<file path="src/rtl/la_bec_pkg.sv">
// ----------------------------------------------------------------------------
// la_bec_pkg
// Shared constants for the logic-analyser host controller: command opcodes,
// controller state encoding, status codes and the chunk-count helper.
// ----------------------------------------------------------------------------
package la_bec_pkg;

    localparam logic [15:0] OPC_START   = 16'hAB30;  // IDLE -> LOAD
    localparam logic [15:0] OPC_WRITE   = 16'hAB31;  // write operand chunk
    localparam logic [15:0] OPC_RUN     = 16'hAB41;  // LOAD -> RUN
    localparam logic [15:0] OPC_READ    = 16'hAB50;  // read result chunk
    localparam logic [15:0] OPC_RELEASE = 16'hAB60;  // DONE/ERR -> IDLE
    localparam logic [15:0] OPC_ABORT   = 16'hABFF;  // any -> IDLE, clear all

    typedef enum logic [2:0] {
        ST_IDLE = 3'd0,
        ST_LOAD = 3'd1,
        ST_DONE = 3'd2,
        ST_RUN  = 3'd3,
        ST_ERR  = 3'd4
    } la_state_e;

    localparam logic [3:0] STS_NONE = 4'h0;
    localparam logic [3:0] STS_OK   = 4'h1;
    localparam logic [3:0] STS_TMO  = 4'hD;
    localparam logic [3:0] STS_NAK  = 4'hE;

    function automatic int calc_nch(input int op_w, input int chunk_w);
        return (op_w + chunk_w - 1) / chunk_w;
    endfunction

endpackage

</file>
<file path="src/rtl/la_chunk_bank.sv">
// ----------------------------------------------------------------------------
// la_chunk_bank
// One OP_W-bit register accessed as NCH chunks of CHUNK_W bits. The top chunk
// is truncated to OP_W on write and zero-extended on read.
//
// Ports:
//   i_clk, i_rst     clock, synchronous active-high reset
//   i_clr            synchronous clear (abort)
//   i_wr_en          write i_wr_data into chunk i_wr_chunk
//   i_ld_en          parallel load of i_ld_data (result capture)
//   i_shift_en       shift right by one, zero fill (key register)
//   i_rd_chunk       chunk selected onto o_rd_data
//   o_rd_data        selected chunk, combinational
//   o_q              full register value
// Priority: reset/clear > load > shift > chunk write.
// ----------------------------------------------------------------------------
module la_chunk_bank
    import la_bec_pkg::*;
#(
    parameter int OP_W    = 163,
    parameter int CHUNK_W = 64
) (
    input  logic               i_clk,
    input  logic               i_rst,
    input  logic               i_clr,
    input  logic               i_wr_en,
    input  logic [7:0]         i_wr_chunk,
    input  logic [CHUNK_W-1:0] i_wr_data,
    input  logic               i_ld_en,
    input  logic [OP_W-1:0]    i_ld_data,
    input  logic               i_shift_en,
    input  logic [7:0]         i_rd_chunk,
    output logic [CHUNK_W-1:0] o_rd_data,
    output logic [OP_W-1:0]    o_q
);

    localparam int NCH   = calc_nch(OP_W, CHUNK_W);
    localparam int PAD_W = NCH * CHUNK_W;

    logic [OP_W-1:0]  r_q;
    logic [PAD_W-1:0] w_pad;
    logic [PAD_W-1:0] w_wr_pad;

    // Work on a zero-padded copy so every chunk, including the short top one,
    // is a full CHUNK_W slice; the padding is dropped again on write-back.
    always_comb begin
        w_pad     = PAD_W'(r_q);
        w_wr_pad  = w_pad;
        o_rd_data = '0;
        for (int c = 0; c < NCH; c++) begin
            if (i_wr_chunk == 8'(c)) begin
                w_wr_pad[c*CHUNK_W +: CHUNK_W] = i_wr_data;
            end
            if (i_rd_chunk == 8'(c)) begin
                o_rd_data = w_pad[c*CHUNK_W +: CHUNK_W];
            end
        end
    end

    always_ff @(posedge i_clk) begin
        if (i_rst || i_clr) begin
            r_q <= '0;
        end else if (i_ld_en) begin
            r_q <= i_ld_data;
        end else if (i_shift_en) begin
            r_q <= {1'b0, r_q[OP_W-1:1]};
        end else if (i_wr_en) begin
            r_q <= w_wr_pad[OP_W-1:0];
        end
    end

    assign o_q = r_q;

endmodule

</file>
<file path="src/rtl/la_bec_host_ctrl.sv">
// ----------------------------------------------------------------------------
// la_bec_host_ctrl
// Host-side controller driven over the logic-analyser port. A toggle on
// la_data_in[0] issues a command; the controller answers by toggling
// la_data_out[0] one cycle later with state, status and read data.
// Operands (last one is the key) are loaded chunk-wise, the core is run
// with the key shifted out LSB-first, and results are captured on done.
//
// Ports:
//   wb_clk_i, wb_rst_i   clock, synchronous active-high reset
//   la_data_in           command word: [0] toggle, [31:16] opcode,
//                        [15:8] register index, [7:0] chunk, [CHUNK_W+31:32] data
//   la_oenb              commands accepted only while la_oenb[31:0] == 0
//   la_data_out          [0] ack, [127:124] state, [123:120] status,
//                        [119:112] chunk echo, [CHUNK_W+31:32] read data
//   core_enable          high only in RUN
//   core_ki              key[0]
//   core_next_key        shift key right by one while in RUN
//   core_done            capture results, RUN -> DONE
//   ops_flat             operand i at [i*OP_W +: OP_W]
//   res_flat             core results, captured on done
//
// Build option: define LA_HOST_TMO_EN to add a RUN watchdog that forces ERR
// (status 0xD) when a TMO_W-bit cycle counter reaches all-ones.
// ----------------------------------------------------------------------------
module la_bec_host_ctrl
    import la_bec_pkg::*;
#(
    parameter int OP_W    = 163,
    parameter int CHUNK_W = 64,
    parameter int NUM_OPS = 7,
    parameter int NUM_RES = 2,
    parameter int TMO_W   = 20
) (
    input  logic                      wb_clk_i,
    input  logic                      wb_rst_i,
    input  logic [127:0]              la_data_in,
    input  logic [127:0]              la_oenb,
    output logic [127:0]              la_data_out,
    output logic                      core_enable,
    output logic                      core_ki,
    input  logic                      core_next_key,
    input  logic                      core_done,
    output logic [NUM_OPS*OP_W-1:0]   ops_flat,
    input  logic [NUM_RES*OP_W-1:0]   res_flat
);

    localparam int NCH     = calc_nch(OP_W, CHUNK_W);
    localparam int KEY_IDX = NUM_OPS - 1;

    la_state_e          r_state;
    logic               r_tgl_prev;
    logic               r_ack;
    logic [3:0]         r_status;
    logic [7:0]         r_echo;
    logic [CHUNK_W-1:0] r_rdata;
    logic               r_core_en;

    logic               w_accept;
    logic [15:0]        w_opc;
    logic [7:0]         w_idx;
    logic [7:0]         w_chk;
    logic [CHUNK_W-1:0] w_data;
    logic               w_chk_ok;
    logic               w_abort;
    logic               w_wr_ok;
    logic               w_rd_ok;
    logic               w_capture;
    logic               w_key_shift;
    logic [CHUNK_W-1:0] w_rd_data;
    logic [127:0]       w_status_word;

    logic [OP_W-1:0]    w_op_q [NUM_OPS];
    logic [CHUNK_W-1:0] w_op_rd_unused [NUM_OPS];
    logic [OP_W-1:0]    w_res_q_unused [NUM_RES];
    logic [CHUNK_W-1:0] w_res_rd [NUM_RES];

    // ------------------------------------------------------------------
    // Command decode
    // ------------------------------------------------------------------
    assign w_opc  = la_data_in[31:16];
    assign w_idx  = la_data_in[15:8];
    assign w_chk  = la_data_in[7:0];
    assign w_data = la_data_in[CHUNK_W+31:32];

    always_comb begin
        w_accept    = (la_data_in[0] != r_tgl_prev) && (la_oenb[31:0] == 32'h0);
        w_chk_ok    = (int'(w_chk) < NCH);
        w_abort     = w_accept && (w_opc == OPC_ABORT);
        w_wr_ok     = w_accept && (r_state == ST_LOAD) && (w_opc == OPC_WRITE)
                      && (int'(w_idx) < NUM_OPS) && w_chk_ok;
        w_rd_ok     = w_accept && (r_state == ST_DONE) && (w_opc == OPC_READ)
                      && (int'(w_idx) < NUM_RES) && w_chk_ok;
        // An abort in the same cycle as done discards the results.
        w_capture   = (r_state == ST_RUN) && core_done && !w_abort;
        w_key_shift = (r_state == ST_RUN) && core_next_key;
        w_rd_data   = '0;
        for (int r = 0; r < NUM_RES; r++) begin
            if (int'(w_idx) == r) begin
                w_rd_data = w_res_rd[r];
            end
        end
    end

    // ------------------------------------------------------------------
    // Operand and result registers
    // ------------------------------------------------------------------
    for (genvar i = 0; i < NUM_OPS; i++) begin : g_op
        la_chunk_bank #(
            .OP_W    (OP_W),
            .CHUNK_W (CHUNK_W)
        ) u_bank (
            .i_clk      (wb_clk_i),
            .i_rst      (wb_rst_i),
            .i_clr      (w_abort),
            .i_wr_en    (w_wr_ok && (w_idx == 8'(i))),
            .i_wr_chunk (w_chk),
            .i_wr_data  (w_data),
            .i_ld_en    (1'b0),
            .i_ld_data  ({OP_W{1'b0}}),
            .i_shift_en ((i == KEY_IDX) && w_key_shift),
            .i_rd_chunk (w_chk),
            .o_rd_data  (w_op_rd_unused[i]),
            .o_q        (w_op_q[i])
        );
        assign ops_flat[i*OP_W +: OP_W] = w_op_q[i];
    end

    for (genvar i = 0; i < NUM_RES; i++) begin : g_res
        la_chunk_bank #(
            .OP_W    (OP_W),
            .CHUNK_W (CHUNK_W)
        ) u_bank (
            .i_clk      (wb_clk_i),
            .i_rst      (wb_rst_i),
            .i_clr      (w_abort),
            .i_wr_en    (1'b0),
            .i_wr_chunk (w_chk),
            .i_wr_data  (w_data),
            .i_ld_en    (w_capture),
            .i_ld_data  (res_flat[i*OP_W +: OP_W]),
            .i_shift_en (1'b0),
            .i_rd_chunk (w_chk),
            .o_rd_data  (w_res_rd[i]),
            .o_q        (w_res_q_unused[i])
        );
    end

`ifdef LA_HOST_TMO_EN
    logic [TMO_W-1:0] r_tmo;
    logic [TMO_W-1:0] w_tmo_next;
    assign w_tmo_next = r_tmo + TMO_W'(1);
`else
    logic [TMO_W-1:0] w_tmo_unused;
    assign w_tmo_unused = '0;
`endif

    // ------------------------------------------------------------------
    // Controller FSM
    // ------------------------------------------------------------------
    always_ff @(posedge wb_clk_i) begin
        if (wb_rst_i) begin
            r_state    <= ST_IDLE;
            // Track the current toggle so releasing reset is not a request.
            r_tgl_prev <= la_data_in[0];
            r_ack      <= 1'b0;
            r_status   <= STS_NONE;
            r_echo     <= 8'h00;
            r_rdata    <= '0;
            r_core_en  <= 1'b0;
`ifdef LA_HOST_TMO_EN
            r_tmo      <= '0;
`endif
        end else begin
            if (w_accept) begin
                r_tgl_prev <= la_data_in[0];
                r_ack      <= ~r_ack;
                r_echo     <= w_chk;
                r_status   <= STS_NAK;
                case (w_opc)
                    OPC_ABORT: begin
                        r_state   <= ST_IDLE;
                        r_core_en <= 1'b0;
                        r_rdata   <= '0;
                        r_status  <= STS_OK;
                    end
                    OPC_START: begin
                        if (r_state == ST_IDLE) begin
                            r_state  <= ST_LOAD;
                            r_status <= STS_OK;
                        end
                    end
                    OPC_WRITE: begin
                        if (w_wr_ok) begin
                            r_status <= STS_OK;
                        end
                    end
                    OPC_RUN: begin
                        if (r_state == ST_LOAD) begin
                            r_state   <= ST_RUN;
                            r_core_en <= 1'b1;
                            r_status  <= STS_OK;
`ifdef LA_HOST_TMO_EN
                            r_tmo     <= '0;
`endif
                        end
                    end
                    OPC_READ: begin
                        if (w_rd_ok) begin
                            r_rdata  <= w_rd_data;
                            r_status <= STS_OK;
                        end
                    end
                    OPC_RELEASE: begin
                        if ((r_state == ST_DONE) || (r_state == ST_ERR)) begin
                            r_state  <= ST_IDLE;
                            r_status <= STS_OK;
                        end
                    end
                    default: ;
                endcase
            end

            // Core events come last so they override a NAKed request's
            // bookkeeping, but never an abort.
            if ((r_state == ST_RUN) && !w_abort) begin
                if (core_done) begin
                    r_state   <= ST_DONE;
                    r_core_en <= 1'b0;
                end
`ifdef LA_HOST_TMO_EN
                else if (w_tmo_next == '1) begin
                    r_state   <= ST_ERR;
                    r_core_en <= 1'b0;
                    r_status  <= STS_TMO;
                    r_tmo     <= w_tmo_next;
                end else begin
                    r_tmo <= w_tmo_next;
                end
`endif
            end
        end
    end

    // ------------------------------------------------------------------
    // Outputs
    // ------------------------------------------------------------------
    always_comb begin
        w_status_word                = '0;
        w_status_word[0]             = r_ack;
        w_status_word[127:124]       = {1'b0, r_state};
        w_status_word[123:120]       = r_status;
        w_status_word[119:112]       = r_echo;
        w_status_word[CHUNK_W+31:32] = r_rdata;
    end

    assign la_data_out = w_status_word;
    assign core_enable = r_core_en;
    assign core_ki     = w_op_q[KEY_IDX][0];

    logic w_unused;
    assign w_unused = ^{la_oenb[127:32], la_data_in[127:CHUNK_W+32]};

endmodule

</file>
<file path="config.mk">
export PLATFORM = sky130hd
export DESIGN_NAME = la_bec_host_ctrl
export DESIGN_NICKNAME = d
export VERILOG_FILES = /design/src/rtl/la_bec_pkg.sv /design/src/rtl/la_chunk_bank.sv /design/src/rtl/la_bec_host_ctrl.sv
export SDC_FILE = /design/constraint.sdc
export NUM_CORES = 2
export LEC_CHECK = 0
export ABC_AREA = 1
export CAP_MARGIN = 30
export CORE_AREA = 3 3 727 729
export DETAILED_ROUTE_END_ITERATION = 8
export DIE_AREA = 0 0 730 732
export GPL_TIMING_DRIVEN = 0
export SETUP_SLACK_MARGIN = 0.2
export SYNTH_ARGS = -nofsm -noshare
export SYNTH_HDL_FRONTEND = slang
export SYNTH_SLANG_ARGS = --single-unit
</file>
<file path="constraint.sdc">
create_clock -name wb_clk_i -period 2.2 [get_ports wb_clk_i]
set_input_delay 0.44 -clock wb_clk_i [delete_from_list [all_inputs] [get_ports wb_clk_i]]
set_output_delay 0.44 -clock wb_clk_i [all_outputs]
set_load 0.1 [all_outputs]
</file>
# --- Word-level counts from Yosys, hierarchy flattened ---
# Cells that the tools add are included.
classes:
  n_addsub: 0
  multipliers: 0
  div: 0
  n_lt_le_gt_ge: 3
  eq_ne: 21
  shifts: 0
  muxes: 35
  bitwise: 1
  n_reduce_logical: 59
op_table:
  columns: ["cell", "count"]
  rows:
  - ["two-way mux 64 bit", 11]
  - ["two-way mux 162 bit", 2]
  - ["one-hot mux 64 bit (2 select lines)", 1]
  - ["== test 16 bit (second input constant)", 6]
  - ["AND reduction 2 bit", 22]
  - ["two-way mux 34 bit", 1]
  - ["== test 8 x 2 -> 1 bit (second input constant)", 4]
  - ["zero test 32 bit", 1]
  - ["== test 8 x 3 -> 1 bit (second input constant)", 3]
  - ["zero test 8 bit", 3]
  - ["one-hot mux 4 bit (6 select lines)", 1]
  - ["logical AND 1 bit", 21]
  - ["two-way mux 4 bit", 5]
  - ["two-way mux 3 bit", 6]
  - ["== test 8 x 1 -> 1 bit (second input constant)", 2]
  - ["less-than comparator 8 x 2 -> 1 bit (second input constant)", 2]
  - ["one-hot mux 3 bit (4 select lines)", 1]
  - ["nonzero test 2 bit", 6]
  - ["less-than comparator 8 x 3 -> 1 bit (second input constant)", 1]
  - ["== test 3 x 2 -> 1 bit (second input constant)", 2]
  - ["two-way mux 1 bit", 6]
  - ["== test 3 x 1 -> 1 bit (second input constant)", 1]
  - ["== test 3 bit (second input constant)", 1]
  - ["zero test 3 bit", 1]
  - ["other kinds (8)", 9]
word_totals:
  register_bits: 1549
  latch_bits: 0
  ram_bits: 0
  mem_bits_ro: 0
  inputBits: 586
  elab_cells: 150
  memories: 0

# --- Longest topological paths before layout ---
depth:
  word_depth: 9
  depth_mapped: 14

# --- Hierarchy ---
# A second synthesis with hierarchy kept.
hier_totals:
  cells_unflattened: 19694
  area_unflattened_um2: 109884.1
by_module_without_submodules:
  columns: ["module", "n_inst", "cells_each", "area_each_um2"]
  rows:
  - ["la_chunk_bank", 9, 2070, 11549.8]
  - ["la_bec_host_ctrl", 1, 1064, 5935.7]

# --- Worst setup path after synthesis ---
# No wires, ideal clock.
synth_path:
  path_kind: "register to register"
  from: "register r_state[0]"
  to: "register g_op[4].u_bank.r_q[152]"
  setup_time_ns: 0.117
  arrival_time_ns: 2.490
  required_ns: 2.083
  path_slack_ns: -0.407
  path_stages_with_launch: 14
  path_buffers: 4
  synth_period_minus_slack_ns: 2.607
  path_cell_list: "dfxtp_1 -> nand3_2 -> nor2_1 -> nand2_1 -> nor2_1 -> nand3_1 -> nor2_2 -> buf_4 -> nand3_1 -> buf_2 -> buf_6 -> buf_6 -> nor3_2 -> nor2_1"
synth_via:
  elab_chain_cells: 7
synth_rtl:
  columns: ["item", "line", "rtl"]
  rows:
  - ["from (decl)", "la_bec_host_ctrl.sv:51", "la_state_e r_state;"]
  - ["from (signal assigned)", "la_bec_host_ctrl.sv:163", "r_state <= ST_IDLE;"]
  - ["from (signal assigned)", "la_bec_host_ctrl.sv:182", "r_state <= ST_IDLE;"]
  - ["from (signal assigned)", "la_bec_host_ctrl.sv:189", "r_state <= ST_LOAD;"]
  - ["== test 3 x 1 -> 1 bit", "la_bec_host_ctrl.sv:90", "w_wr_ok = w_accept && (r_state == ST_LOAD) && (w_opc == OPC_WRITE)"]
  - ["logical AND 1 bit (2 in series)", "la_bec_host_ctrl.sv:90", null]
  - ["logical AND 1 bit (2 in series)", "la_bec_host_ctrl.sv:91", "&& (int'(w_idx) < NUM_OPS) && w_chk_ok;"]
  - ["logical AND 1 bit", "la_bec_host_ctrl.sv:116", ".i_wr_en (w_wr_ok && (w_idx == 8'(i))),"]
  - ["AND reduction 2 bit (no line)", null, null]
  - ["to (signal assigned)", "la_chunk_bank.sv:64", "r_q <= i_ld_data;"]
  - ["to (signal assigned)", "la_chunk_bank.sv:66", "r_q <= {1'b0, r_q[OP_W-1:1]};"]
  - ["to (signal assigned)", "la_chunk_bank.sv:68", "r_q <= w_wr_pad[OP_W-1:0];"]
  - ["to (decl)", "la_chunk_bank.sv:40", "logic [OP_W-1:0] r_q;"]
# Every way passes these cells.
# A chain may end at the register's enable or synchronous reset.

# --- Final worst setup path ---
layout_path:
  from: "input port la_data_in[5]"
  to: "register r_rdata[51]"
layout_via:
  elab_chain_cells: 8
layout_rtl:
  columns: ["item", "line", "rtl"]
  rows:
  - ["from (decl)", "la_bec_host_ctrl.sv:37", "input logic [127:0] la_data_in,"]
  - ["zero test 8 bit", null, null]
  - ["two-way mux 64 bit (3 in series)", "la_chunk_bank.sv:54", "if (i_rd_chunk == 8'(c)) begin"]
  - ["two-way mux 64 bit (2 in series)", "la_bec_host_ctrl.sv:99", "if (int'(w_idx) == r) begin"]
  - ["two-way mux 64 bit", "la_bec_host_ctrl.sv:209", "if (w_rd_ok) begin"]
  - ["one-hot mux 64 bit (2 select lines)", "la_bec_host_ctrl.sv:180", "case (w_opc)"]
  - ["to (signal assigned)", "la_bec_host_ctrl.sv:210", "r_rdata <= w_rd_data;"]
  - ["to (decl)", "la_bec_host_ctrl.sv:56", "logic [CHUNK_W-1:0] r_rdata;"]
# Parallel ways exist; a longest one is shown, timed or not. The select of a mux whose other input is x is not followed.

==> implementation parameters <==
Parameter                              Value

Floorplanning
  Initial core utilization ... 0.133
  Horizontal die dimension ... 730 um
  Full die area ... 0.534 mm2
  Vertical extent of the die ... 732 um
  # IOs ... 1,857
  Number of placement rows ... 266
  Core region area ... 0.524 mm2

Setup path
  Minimum setup slack among reg-to-reg paths ... -510 ps
  Category of the worst setup path launch point ... input pin
  Buffering stage count on the worst path with inverters included ... 4
  Critical path depth ... 14
  Launching point of the worst reg2reg path ... r_tgl_prev
  CP delay by family, top ... buffers and inverters
  CP Capture Type ... flop
  Peak fanout along the critical path ... 9
  Arrival time of the worst setup path ... 3610 ps
  Most frequent cell on the critical path ... nand2_1
  Worst reg2reg endpoint ... g_op[5].u_bank.o_q[86]
  Cell chain of the critical path ... clkdlybuf4s50_1, nor2_1, nand2_1, inv_1, nand2_2, buf_16, clkbuf_1, nor2_1, o21ai_1, nand2_1, nand2_1, nand3_1, nand2_1, nor2_1
  Data required time at the worst endpoint ... 3010 ps
  Reg2reg path depth ... 13
  Type of the worst setup path ... in2reg
  CP peak stage delay ... 580 ps
  Slowest library cell on the worst path ... clkbuf_1

Synth
  Top cell type's share of synthesized area ... 0.444
  Netlist Area Pre-Place ... 0.0697 mm2
  Syn Inst Count ... 10,600
  Library cell occupying the most area in the post-synthesis netlist ... dfxtp_1
  Post-synth top flop ... dfxtp_1
  Post-synth top cells ... nand2_1 (2,923), nor2_1 (1,978), dfxtp_1 (1,546), inv_1 (1,438), o21ai_0 (437)
  Yosys Warn Count ... 0
  Most repeated cell in the gate-level netlist after synthesis ... nand2_1
  Synthesized area per cell ... 6.56 um2
  Synthesized flop and latch total ... 1,547
  Sequential fraction of the synthesis area ... 0.445
  Area contributors post-synth ... dfxtp_1 (44%), nand2_1 (16%), nor2_1 (11%)
  Unique cell type count in the Yosys netlist ... 42
  Post-synth EDFFs ... 1
  FFs w/ async S/R, synth ... 0

Final layout
  Number of nets in the finished design ... 13,700
  Flip-flop and latch area ... 0.0310 mm2
  Number of cells in the finished layout apart from fillers ... 20,400
  Filler instances ... 57,100
  Multi-input combinational cell area ... 0.0311 mm2
  Fraction of final layout cells sized beyond drive strength 1 ... 0.183
  Final non-filler cell area ... 0.121 mm2
  Area growth, synth to finish ... 73.7%
  Share of the core filled with cells ... 0.231

Route
  WL final ... 586 mm
  Count of unresolved DRC violations after routing ... 0
  Detail-routed via count per cell ... 4.00
  Pre-Repair DR Iteration Count ... 6
  Iteration-0 DRC Markers ... 7,923
  Average wire per standard cell ... 28.8 um
  Vias after detailed routing ... 81,400
  Count of antenna-violating nets left after detailed routing ... 0

STA
  Final hold slack ... 99.2 ps
  Post-route worst setup slack ... -602 ps
  Pin slew with the least headroom to its limit ... 1070 ps
  Minimum clock period ... 2800 ps
  Layout Skew ... 111 ps
  Setup violators final ... 2,675
  RSZ-0062 raised after global routing ... true
  Worst max-slew margin expressed relative to the limit ... 0.286
  Fin. Hold Viols ... 0
  Fmax ... 357 MHz
  Slew Limit Fails ... 0
  Post-route fraction of the period consumed by the critical path ... 1.27

Clock tree
  Clock-pin slew on the worst setup and hold paths ... 60 ps
  Library cell used as clock root buffer ... clkbuf_16
  Number of buffers created by CTS ... 197
  Number of sinks on the clock net ... 1,547
  Clock tree from TritonCTS ... yes
  Number of H-tree branching levels ... 4
  Worst-Skew Late Latency ... 970 ps
  CTS max path bufs ... 4

Global routing
  Number of global-route vias before repair ... 75,600
  Initial antenna violation count ... 154
  Overall routing resource usage ... 0.207
  Global-route wire length before repair ... 733 mm
  Largest net degree at the start of global routing ... 20
  Grt ovf ... 0

Pwr
  Ratio of total power to cell area ... 563 mW/mm2
  Peak supply drop ... 0.000734 V
  Leakage dissipation ... 52.5 nW

Placement
  # port buffers ... 1,651
  Half-perimeter wire length after placement ... 474 mm
  Dpl cell area ... 0.109 mm2
  Gp weighted congestion ... 0.972
  Placed cell count ... 19,800

Outcome
  Run status ... complete, but fails checks
  Failing checks ... negative setup slack

Min path
  Hold WC Path Type ... in2reg
  Start point of the worst min-delay path ... res_flat[233]
  Cell depth of the worst min-delay path ... 3
  Worst Hold Path EP ... g_res[1].u_bank.o_q[70]

Run
  Maxcap violations ... 0
-- stage by stage --
| step | setup TNS [ps] | worst slack [ps] | power, W |
|---|---|---|---|
| 6_report | -760860 | -602 | 0.0681 |
| 5_1_grt | -1040240 | -579 | 0.0700 |
| 3_5_place_dp | -3112540 | -3320 | 0.0339 |
| 4_1_cts | -907260 | -462 | 0.0688 |
| 3_3_place_gp | -4484910 | -4670 | 0.0336 |
| 2_1_floorplan | 0 | 174 | 0.0302 |
-- worst max-delay path by stage --
| stage | from | endpoint | slack, ps |
|---|---|---|---|
| floorplan | r_state[0] | g_op[1].u_bank.o_q[137] | 170 |
| global placement | la_data_in[1] | g_op[1].u_bank.o_q[0] | -4670 |
| detailed placement | la_data_in[5] | g_op[4].u_bank.o_q[132] | -3320 |
| CTS | r_state[1] | g_op[5].u_bank.o_q[131] | -460 |
| global route | r_tgl_prev | g_op[5].u_bank.o_q[86] | -580 |
| finish | la_data_in[5] | r_rdata[51] | -600 |
-- power breakdown --
| group | switching, W | internal (W) |
|---|---|---|
| sequential | 0.00000104 | 0.0280 |
| clock | 0.0149 | 0.0198 |
| combinational | 0.00396 | 0.00147 |
-- state kept, by name, summed over array words and instances, names as in the netlist --
register / count
core_enable: 1
g_res.u_bank.o_q: 326
r_tgl_prev: 1
r_status: 2
r_ack: 1
r_echo: 8
r_state: 3
g_op.u_bank.o_q: 1141
r_rdata: 64
-- cells by family (layout without fill, tap and decap cells) --
logic type                after synthesis  in the layout  synth area share
DFF                                  1547           1547             0.445
buffers and inverters                2282           4900             0.137
xor gates and xnor gates                1              1          0.000126
other                                   1            151         0.0000538
AOI/OAI and AO/OA                     689            689            0.0497
muxes                                   1              1          0.000144
and+or+nand+nor                      6105           6106             0.368
-- worst min-delay path: cells and delay by family --
family / cells / cell delay, ps
AND/OR/NAND/NOR: 1 / 40
AO/OA/AOI/OAI: 1 / 150
buffers and inverters: 1 / 390
-- repair_timing --
action                      CTS  global route
pin swaps                    20            79
resized for setup          2099           828
cloned                        4            41
hold endpoints to repair     43             0
setup buffers                84            33
hold buffers                 15             0
setup endpoints to repair  2769          2767
-- area by class of cell --
cell class / instances / area share
clock inverters: 81 / 0.00846
inverters: 1447 / 0.0455
plain buffers: 835 / 0.0493
flip-flops and latches: 1547 / 0.256
multi-input cells: 6845 / 0.257
repair buffers: 2259 / 0.262
diodes: 103 / 0.00213
well taps: 6968 / 0.0721
clock buffers: 278 / 0.0472
-- metal layers --
layer | share of wire | vias up | global-route usage
met5 | 0.00063 | - | 0
met4 | 0.068 | 58 | 0.123
met3 | 0.080 | 1199 | 0.0482
met2 | 0.45 | 4504 | 0.334
met1 | 0.40 | 38100 | 0.250
li1 | - | 37500 | -
-- cells in the final DEF, fill, tap and decap left out, types with 17 or more instances in the layout --
| cell type | Yosys | routed |
|---|---|---|
| nand2_1 | 2923 | 2819 |
| nor2_1 | 1978 | 1905 |
| dfxtp_1 | 1546 | 1542 |
| inv_1 | 1438 | 1434 |
| clkdlybuf4s50_1 | 0 | 661 |
| buf_16 | 0 | 450 |
| o21ai_0 | 437 | 413 |
| dlygate4sd2_1 | 0 | 377 |
| nand4_1 | 367 | 367 |
| nor3_1 | 403 | 313 |
| clkdlybuf4s15_2 | 0 | 292 |
| clkbuf_1 | 388 | 269 |
| nand3_1 | 272 | 261 |
| buf_2 | 195 | 247 |
| clkbuf_16 | 0 | 242 |
| a21oi_1 | 246 | 211 |
| buf_4 | 98 | 184 |
| nor3_2 | 104 | 177 |
| buf_12 | 1 | 156 |
| clkdlybuf4s15_1 | 0 | 128 |
| diode_2 | 0 | 103 |
| buf_8 | 0 | 89 |
| clkbuf_2 | 0 | 73 |
| buf_6 | 46 | 71 |
| nand2_2 | 4 | 65 |
| clkbuf_8 | 0 | 51 |
| nor2_2 | 5 | 48 |
| conb_1 | 1 | 48 |
| buf_1 | 107 | 45 |
| nand2_4 | 1 | 41 |
| a21oi_2 | 0 | 35 |
| nor2_4 | 0 | 30 |
| clkinv_2 | 0 | 30 |
| nand3_4 | 7 | 26 |
| clkbuf_4 | 0 | 21 |
| nor3_4 | 0 | 17 |
| nand3b_1 | 17 | 17 |
| o21ai_1 | 0 | 17 |
Power figures use the tool's default switching activity.
